===== src/rtl/alu_top.sv =====
// -----------------------------------------------------------------------------
// alu_top : multi-cycle 8-bit signed ALU with start/done handshake.
//
// Operations (op): 000 ADD, 001 SUB, 010 MUL, 011 DIV, 100 AND, 101 OR,
//                  110 XOR, 111 reserved (result 0).
// Arithmetic is signed on 16 bits with sign-extended operands; the bitwise
// ops work on 8 bits and zero-extend. MUL is an 8-step shift-add unit, DIV an
// 8-step restoring divider on magnitudes followed by sign correction.
//
// Optional feature macro: ALU_DIV_EN. When undefined the divider is not built
// and op 011 behaves like the reserved opcode (single cycle, result 0).
//
// Ports:
//   clk     in   1  rising-edge clock
//   reset   in   1  asynchronous active-high reset
//   start   in   1  request, sampled only in IDLE
//   op      in   3  opcode
//   in_a    in   8  operand A (two's complement)
//   in_b    in   8  operand B (two's complement)
//   done    out  1  one-cycle completion pulse (high for the DONE state)
//   result  out 16  registered result, held until the next completion
// -----------------------------------------------------------------------------
module alu_top (
  input  logic        clk,
  input  logic        reset,
  input  logic        start,
  input  logic [2:0]  op,
  input  logic [7:0]  in_a,
  input  logic [7:0]  in_b,
  output logic        done,
  output logic [15:0] result
);

  localparam int DATA_W = 8;
  localparam int RES_W  = 16;

  localparam logic [2:0] OP_ADD = 3'b000;
  localparam logic [2:0] OP_SUB = 3'b001;
  localparam logic [2:0] OP_MUL = 3'b010;
  localparam logic [2:0] OP_AND = 3'b100;
  localparam logic [2:0] OP_OR  = 3'b101;
  localparam logic [2:0] OP_XOR = 3'b110;
`ifdef ALU_DIV_EN
  localparam logic [2:0] OP_DIV = 3'b011;
`endif

  typedef enum logic [1:0] {
    S_IDLE = 2'b00,
    S_BUSY = 2'b01,
    S_DONE = 2'b10
  } state_t;

  state_t state, state_nxt;

  logic accept;
  logic finish;
  logic iter_op;

  // Operands latched at the accepting edge
  logic [2:0]               op_p0;
  logic signed [DATA_W-1:0] a_p0;
  logic signed [DATA_W-1:0] b_p0;
  logic [3:0]               cnt;

  // Shift-add multiplier state
  logic signed [RES_W-1:0]  acc;
  logic signed [RES_W-1:0]  mcand;
  logic [DATA_W-1:0]        mplier;

`ifdef ALU_DIV_EN
  // Restoring divider state (magnitudes)
  logic [DATA_W-1:0]        rem;
  logic [DATA_W-1:0]        dq;
  logic [DATA_W-1:0]        dvs;
  logic                     q_neg;
  logic [DATA_W:0]          rem_sh;
  logic                     q_bit;
  logic [DATA_W-1:0]        rem_nxt;
`endif

  function automatic logic signed [RES_W-1:0] sext(input logic [DATA_W-1:0] x);
    sext = {{(RES_W-DATA_W){x[DATA_W-1]}}, x};
  endfunction

  function automatic logic [RES_W-1:0] simple_op(input logic [2:0] o,
                                                 input logic signed [DATA_W-1:0] a,
                                                 input logic signed [DATA_W-1:0] b);
    logic signed [RES_W-1:0] ax;
    logic signed [RES_W-1:0] bx;
    ax = sext(a);
    bx = sext(b);
    case (o)
      OP_ADD:  simple_op = ax + bx;
      OP_SUB:  simple_op = ax - bx;
      OP_AND:  simple_op = {8'h00, a & b};
      OP_OR:   simple_op = {8'h00, a | b};
      OP_XOR:  simple_op = {8'h00, a ^ b};
      default: simple_op = '0;
    endcase
  endfunction

`ifdef ALU_DIV_EN
  function automatic logic [DATA_W-1:0] abs8(input logic [DATA_W-1:0] x);
    abs8 = x[DATA_W-1] ? (~x + 8'd1) : x;
  endfunction

  // Apply the quotient sign; a zero divisor yields all ones.
  function automatic logic [RES_W-1:0] div_fix(input logic [DATA_W-1:0] q,
                                               input logic neg,
                                               input logic dvz);
    logic [RES_W-1:0] mag;
    mag = {8'h00, q};
    if (dvz)
      div_fix = 16'hFFFF;
    else
      div_fix = neg ? (~mag + 16'd1) : mag;
  endfunction

  always_comb begin
    rem_sh  = {rem, dq[DATA_W-1]};
    q_bit   = (rem_sh >= {1'b0, dvs});
    rem_nxt = q_bit ? 8'(rem_sh - {1'b0, dvs}) : rem_sh[DATA_W-1:0];
  end

  assign iter_op = (op_p0 == OP_MUL) || (op_p0 == OP_DIV);
`else
  assign iter_op = (op_p0 == OP_MUL);
`endif

  always_ff @(posedge clk or posedge reset) begin
    if (reset)
      state <= S_IDLE;
    else
      state <= state_nxt;
  end

  always_comb begin
    state_nxt = state;
    done      = 1'b0;
    accept    = 1'b0;
    finish    = 1'b0;
    case (state)
      S_IDLE: begin
        if (start) begin
          accept    = 1'b1;
          state_nxt = S_BUSY;
        end
      end
      S_BUSY: begin
        // Iterative ops spend eight edges stepping, then write on the ninth.
        if (!iter_op || (cnt == 4'd8)) begin
          finish    = 1'b1;
          state_nxt = S_DONE;
        end
      end
      S_DONE: begin
        done      = 1'b1;
        state_nxt = S_IDLE;
      end
      default: state_nxt = S_IDLE;
    endcase
  end

  always_ff @(posedge clk or posedge reset) begin
    if (reset) begin
      op_p0  <= '0;
      a_p0   <= '0;
      b_p0   <= '0;
      cnt    <= '0;
      acc    <= '0;
      mcand  <= '0;
      mplier <= '0;
      result <= '0;
`ifdef ALU_DIV_EN
      rem    <= '0;
      dq     <= '0;
      dvs    <= '0;
      q_neg  <= 1'b0;
`endif
    end else if (accept) begin
      // p0: capture operands and seed both iterative units
      op_p0  <= op;
      a_p0   <= in_a;
      b_p0   <= in_b;
      cnt    <= '0;
      acc    <= '0;
      mcand  <= sext(in_a);
      mplier <= in_b;
`ifdef ALU_DIV_EN
      rem    <= '0;
      dq     <= abs8(in_a);
      dvs    <= abs8(in_b);
      q_neg  <= in_a[DATA_W-1] ^ in_b[DATA_W-1];
`endif
    end else if (finish) begin
      if (op_p0 == OP_MUL)
        result <= acc;
`ifdef ALU_DIV_EN
      else if (op_p0 == OP_DIV)
        result <= div_fix(dq, q_neg, (dvs == 8'd0));
`endif
      else
        result <= simple_op(op_p0, a_p0, b_p0);
    end else if (state == S_BUSY) begin
      cnt <= cnt + 4'd1;
      if (op_p0 == OP_MUL) begin
        // Bit 7 of the multiplier carries weight -128, so it subtracts.
        if (mplier[0])
          acc <= (cnt == 4'd7) ? (acc - mcand) : (acc + mcand);
        mcand  <= mcand <<< 1;
        mplier <= mplier >> 1;
      end
`ifdef ALU_DIV_EN
      if (op_p0 == OP_DIV) begin
        rem <= rem_nxt;
        dq  <= {dq[DATA_W-2:0], q_bit};
      end
`endif
    end
  end

endmodule


===== config.mk =====
export PLATFORM = sky130hd
export DESIGN_NAME = alu_top
export DESIGN_NICKNAME = d
export VERILOG_FILES = /design/src/rtl/alu_top.sv
export SDC_FILE = /design/constraint.sdc
export NUM_CORES = 1
export LEC_CHECK = 0
export CAP_MARGIN = 20
export CORE_MARGIN = 3
export CORE_UTILIZATION = 50
export DETAILED_ROUTE_END_ITERATION = 8
export PLACE_DENSITY = 0.7
export SKIP_CTS_REPAIR_TIMING = 1
export SYNTH_ARGS = -nofsm -noshare
export SYNTH_HDL_FRONTEND = slang
export SYNTH_SLANG_ARGS = --single-unit
export TNS_END_PERCENT = 100

===== constraint.sdc =====
create_clock -name clk -period 10.5 [get_ports clk]
set_clock_uncertainty 0.05 [all_clocks]
set_input_delay 1.575 -clock clk [delete_from_list [all_inputs] [get_ports clk]]
set_output_delay 1.575 -clock clk [all_outputs]
set_load 0.01 [all_outputs]

# Word level (Yosys, flattened, before mapping)

Index checks and enable logic that the tools add are counted.

$add $sub $neg: 5
Eq/ne operators: 12
Muxes and demuxes: 27
Bitwise operators: 4
Reductions and logical operators: 12

Operators by type and width:

| cell                                                | number |
|---|---|
| two-way mux 16 bit                                  | 11 |
| one-hot mux 16 bit (5 select lines)                 | 1 |
| two-way mux 8 bit                                   | 4 |
| adder 16 bit                                        | 1 |
| subtractor 16 bit                                   | 1 |
| two-way mux 4 bit                                   | 3 |
| adder 8 x 8 -> 9 bit                                | 1 |
| equality test 3 bit, second input constant          | 3 |
| subtractor 8 x 8 -> 9 bit                           | 1 |
| AND 8 bit                                           | 1 |
| bitwise OR 8 bit                                    | 1 |
| XOR 8 bit                                           | 1 |
| inequality test 2 bit, second input constant        | 3 |
| AND reduction 2 bit                                 | 3 |
| nonzero test 2 bit                                  | 3 |
| two-way mux 1 bit                                   | 5 |
| adder 4 x 1 -> 4 bit, second input constant         | 1 |
| equality test 4 x 3 -> 1 bit, second input constant | 1 |
| equality test 4 bit, second input constant          | 1 |
| two-way mux 2 bit                                   | 2 |
| one-hot mux 2 bit (2 select lines)                  | 1 |
| AND reduction 4 bit                                 | 1 |
| equality test 3 x 1 -> 1 bit, second input constant | 1 |
| equality test 3 x 2 -> 1 bit, second input constant | 1 |
| 8 further kinds                                     | 8 |

Bits in registers: 81
Bits of input ports: 22
Logic and storage cells: 69
Output and inout bits: 17

# Depth between registers and ports, before layout

Word-level depth: 7
Gate-level depth with buffers: 15

# Worst setup path after synthesis

OpenSTA, ideal clock, no wires.

Kind: reg-to-reg
Start point: register mcand[6]
End point: register acc[15]
Data required time: 10.317 ns
Arrival: 3.211 ns
Setup time: 0.133 ns
Path slack: 7.106 ns
Cell stages (with the launch flop): 14
Path buffers: 0
Path through: dfrtp_1 -> or4_4 -> or3_2 -> nor3_1 -> nor2_1 -> xnor2_1 -> ha_1 -> a21o_1 -> a221o_1 -> a21oi_1 -> o21ai_0 -> xnor2_1 -> o211ai_2 -> o31ai_1

Cells in the longest elaborated chain, start to end: 7
Elaborated cells on any way between the ends: 8

RTL lines:

| what                                              | RTL line | RTL |
|---|---|---|
| from (decl)                                       | 67       | `logic signed [RES_W-1:0] mcand;` |
| from (signal assigned)                            | 187      | `mcand <= sext(in_a);` |
| from (signal assigned)                            | 210      | `mcand <= mcand <<< 1;` |
| adder 16 bit or subtractor 16 bit (tied branches) | 209      | `acc <= (cnt == 4'd7) ? (acc - mcand) : (acc + mcand);` |
| two-way mux 16 bit *                              | 209      |  |
| two-way mux 16 bit *                              | 208      | `if (mplier[0])` |
| two-way mux 16 bit *                              | 206      | `if (op_p0 == OP_MUL) begin` |
| two-way mux 16 bit *                              | 204      | `end else if (state == S_BUSY) begin` |
| two-way mux 16 bit *                              | 195      | `end else if (finish) begin` |
| two-way mux 16 bit *                              | 180      | `end else if (accept) begin` |
| to (signal assigned)                              | 209      |  |
| to (decl)                                         | 66       | `logic signed [RES_W-1:0] acc;` |

Mark *: on every way between the ends. The rest lies on a longest branch, timed or not. The select of a mux whose other input is x is not followed.
A chain may end at the register's enable or synchronous reset.

# Worst setup path after layout

Start point: register op_p0[1]
End point: register result[15]

Cells in the longest elaborated chain, start to end: 6
Elaborated cells on any way between the ends: 13

RTL lines:

| what                          | RTL line | RTL |
|---|---|---|
| from (decl)                   | 60       | `logic [2:0] op_p0;` |
| from (signal assigned)        | 182      | `op_p0 <= op;` |
| equality test 3 x 2 -> 1 bit  | 127, 196 |  |
| logical NOT 1 bit             | 151      | `if (!iter_op \|\| (cnt == 4'd8)) begin` |
| logical OR 1 bit              | 151      |  |
| two-way mux 1 bit             | 151      |  |
| two-way mux 1 bit             | 142      | `case (state)` |
| AND reduction 2 bit (no line) | n/a      |  |
| to (signal assigned)          | 203      | `result <= simple_op(op_p0, a_p0, b_p0);` |
| to (decl)                     | 31       | `output logic [15:0] result` |

Several ways; a longest one is shown, not always the timed one.

==> results.ini <==
[setup_path]
startpoint_type = register
crit_path_end_kind = register
cp.arrival_ps = 4250
crit_type = register to register
crit_required_ps = 10740
crit_fanout = 23

[global_routing]
antenna_found_initial = 0
grt_pass1_wl_mm = 20.6
grt-ovfl-total = 0
grt_max_degree = 82
grt_usage = 0.225
grt_pass1_vias = 4072

[power]
p_leak_nw = 2.77
power_density_nw_per_um2 = 339
vdd_drop_max_v = 0.000159
power.total_mw = 2.00

[clock_network]
htreeDepth = 3
path_clk_slew_ps = 80
cts-root-buf = clkbuf_8
clock-sinks = 81
clk_latency_ps = 360
clock_path_buffers = 2
cts_buffers = 9
cts_tree = done

[route]
wl_per_cell_um = 16.5
via_per_inst = 5.75
drc = 0
wl_mm = 12.2
drt_pre_antenna_iters = 5
num_vias = 4240
antenna_left = 0
drt_iter0_drc = 211

[floorplan]
num_rows = 36
fp.dieArea_um2 = 11600
initial_core_util = 0.522
core_area_um2 = 9910
chipHeight_um = 108
fp.dieW_um = 108
num_io_pins = 39

[logic_synthesis]
synth_ff_type = dfrtp_1
synth_top_area_cell = dfrtp_1
avgSynthCellArea_um2 = 9.04
syn-num-nets = 639
synth_cells = 572
ys_seq_area_frac = 0.392
synth_edf_count = 0
synth_area_um2 = 5170
synth_top_area_frac = 0.392
ys_types = 52
async_reset_ff_frac = 1.00
synthTopCellsByCount = nand2_1 (82), dfrtp_1 (81), o21ai_0 (67), ha_1 (43), nand3_1 (40)
ys_ff_latch = 81
netlist_top_cells_area = dfrtp_1 (39%), ha_1 (10%), o21ai_0 (6.5%)
post-synth-top-count-cell = nand2_1
yosysWarnings = 0

[sta]
slew_headroom = 0.322
setup-violations-final = 0
hold_viol_final = 0
finalSetupTns_ps = 0
period_share = 0.382
tightest_slew_ps = 1020
slew_viol_final = 0
timing.fmax_ghz = 0.249
fin_crit_ps = 4010
rsz0062_at_grt = no

[placement]
port-buffer-count = 38
place.gp.congestion = 0.891
dp.final_hpwl_mm = 9.00
placed_area_um2 = 5650

[layout]
final_cell_area_um2 = 5910
n_antenna_cell = 0
drive_above_1_share = 0.0497
nets = 667
num-fill-cells = 869
area_delta_synth_final_pct = 14.2

[outcome]
outcome = complete, no violations

[job]
cap_violations = 0

[worst_hold_path]
hold_class = register to register

==> critical path, cell delays in order, from the launching register on <==
cell	delay, ps
dfrtp_1	690
nor3b_1	950
mux2i_1	290
fa_1	500
a21o_1	190
a21oi_1	230
o211ai_1	180
o31a_1	270
xnor2_1	160
nand3_1	260
nand3_1	160
==> kinds of logic (layout without fill, tap and decap cells) <==
kind of cell | after synthesis | count (layout) | share of synthesized area
AO/OA/AOI/OAI | 150 | 150 | 0.186
buffers and inverters | 60 | 92 | 0.0440
flip-flops | 81 | 81 | 0.392
XOR/XNOR | 40 | 40 | 0.0677
multiplexers | 23 | 23 | 0.0445
AND/OR/NAND/NOR | 173 | 173 | 0.155
adder cells (fa/ha/maj) | 45 | 45 | 0.112
==> through the flow <==
stage / setup slack [ps] / utilization / hold slack, ps / instances
after floorplan: 6790 / - / 416 / 572
after detailed placement: 6620 / 0.570 / 419 / 721
after global routing: 6110 / 0.596 / 471 / 737
after CTS: 6550 / 0.593 / 437 / 736
final: 6490 / 0.596 / 432 / 737
after global placement: 6780 / 0.570 / 411 / 721
==> metal layers <==
layer	share of wire	track usage	routed length, um
met1	0.50	0.340	6090
met2	0.43	0.325	5190
met3	0.054	0.0384	662
met4	0.021	0.0730	253
met5	0	0	0
==> cell usage in the layout, fill, tap and decap left out, types with 2 or more instances in the layout <==
cell / synthesis / routed
nand2_1: 82 / 82
dfrtp_1: 81 / 81
o21ai_0: 67 / 67
ha_1: 43 / 43
nand3_1: 40 / 40
clkdlybuf4s50_1: 0 / 38
inv_1: 33 / 32
xnor2_1: 23 / 23
mux2i_1: 23 / 23
nor2_1: 17 / 17
xor2_1: 17 / 17
a21oi_1: 16 / 16
a31oi_1: 12 / 12
a21o_1: 11 / 11
clkbuf_8: 0 / 11
o31ai_1: 8 / 8
nor2b_1: 6 / 6
nand2b_1: 6 / 6
nor3b_1: 5 / 5
o221ai_1: 5 / 5
nor3_1: 4 / 4
a211oi_1: 4 / 4
buf_4: 0 / 4
or2_2: 3 / 3
a311o_1: 3 / 3
o22ai_1: 3 / 3
and3_1: 2 / 2
o211ai_1: 2 / 2
or4_4: 2 / 2
a221oi_1: 2 / 2
o41ai_1: 2 / 2
nor4_1: 2 / 2
a22oi_1: 2 / 2
fa_1: 2 / 2
bufinv_16: 0 / 2
==> power breakdown <==
| part | switching (mW) | leakage, nW | internal, mW | total, mW |
|---|---|---|---|---|
| registers | 0.155 | 1.03 | 0.437 | 0.592 |
| clock network | 0.119 | 0.112 | 0.146 | 0.265 |
| logic | 0.633 | 1.63 | 0.513 | 1.15 |
==> registers in the layout, indices dropped and copies added, names as in the netlist <==
name    count
acc        16
mcand      16
state       2
a_p0        8
cnt         4
mplier      8
op_p0       3
b_p0        8
result     16
==> final timing paths <==
kind                            from    endpoint  slack [ps]  cells past startpoint
setup / recovery            op_p0[1]  result[15]        6490                     10
hold / removal             result[4]   result[4]         430                      2
setup reg to reg            op_p0[1]  result[15]        6490                     10
hold reg to reg            result[4]   result[4]         430                      2
max in group asynchronous      reset   mcand[13]        8350                      4
min in group asynchronous      reset   result[0]        1460                      3
==> layout make-up <==
class,instances,area (um^2),share of cell area
Multi-Input combinational cell,431,2920,0.494
Sequential cell,81,2030,0.343
Timing Repair Buffer,43,438,0.0741
Tap cell,133,166,0.0282
Clock buffer,11,151,0.0256
Inverter,34,129,0.0218
Clock inverter,4,76.3,0.0129
No activity file was read; power rests on OpenSTA's default activity.
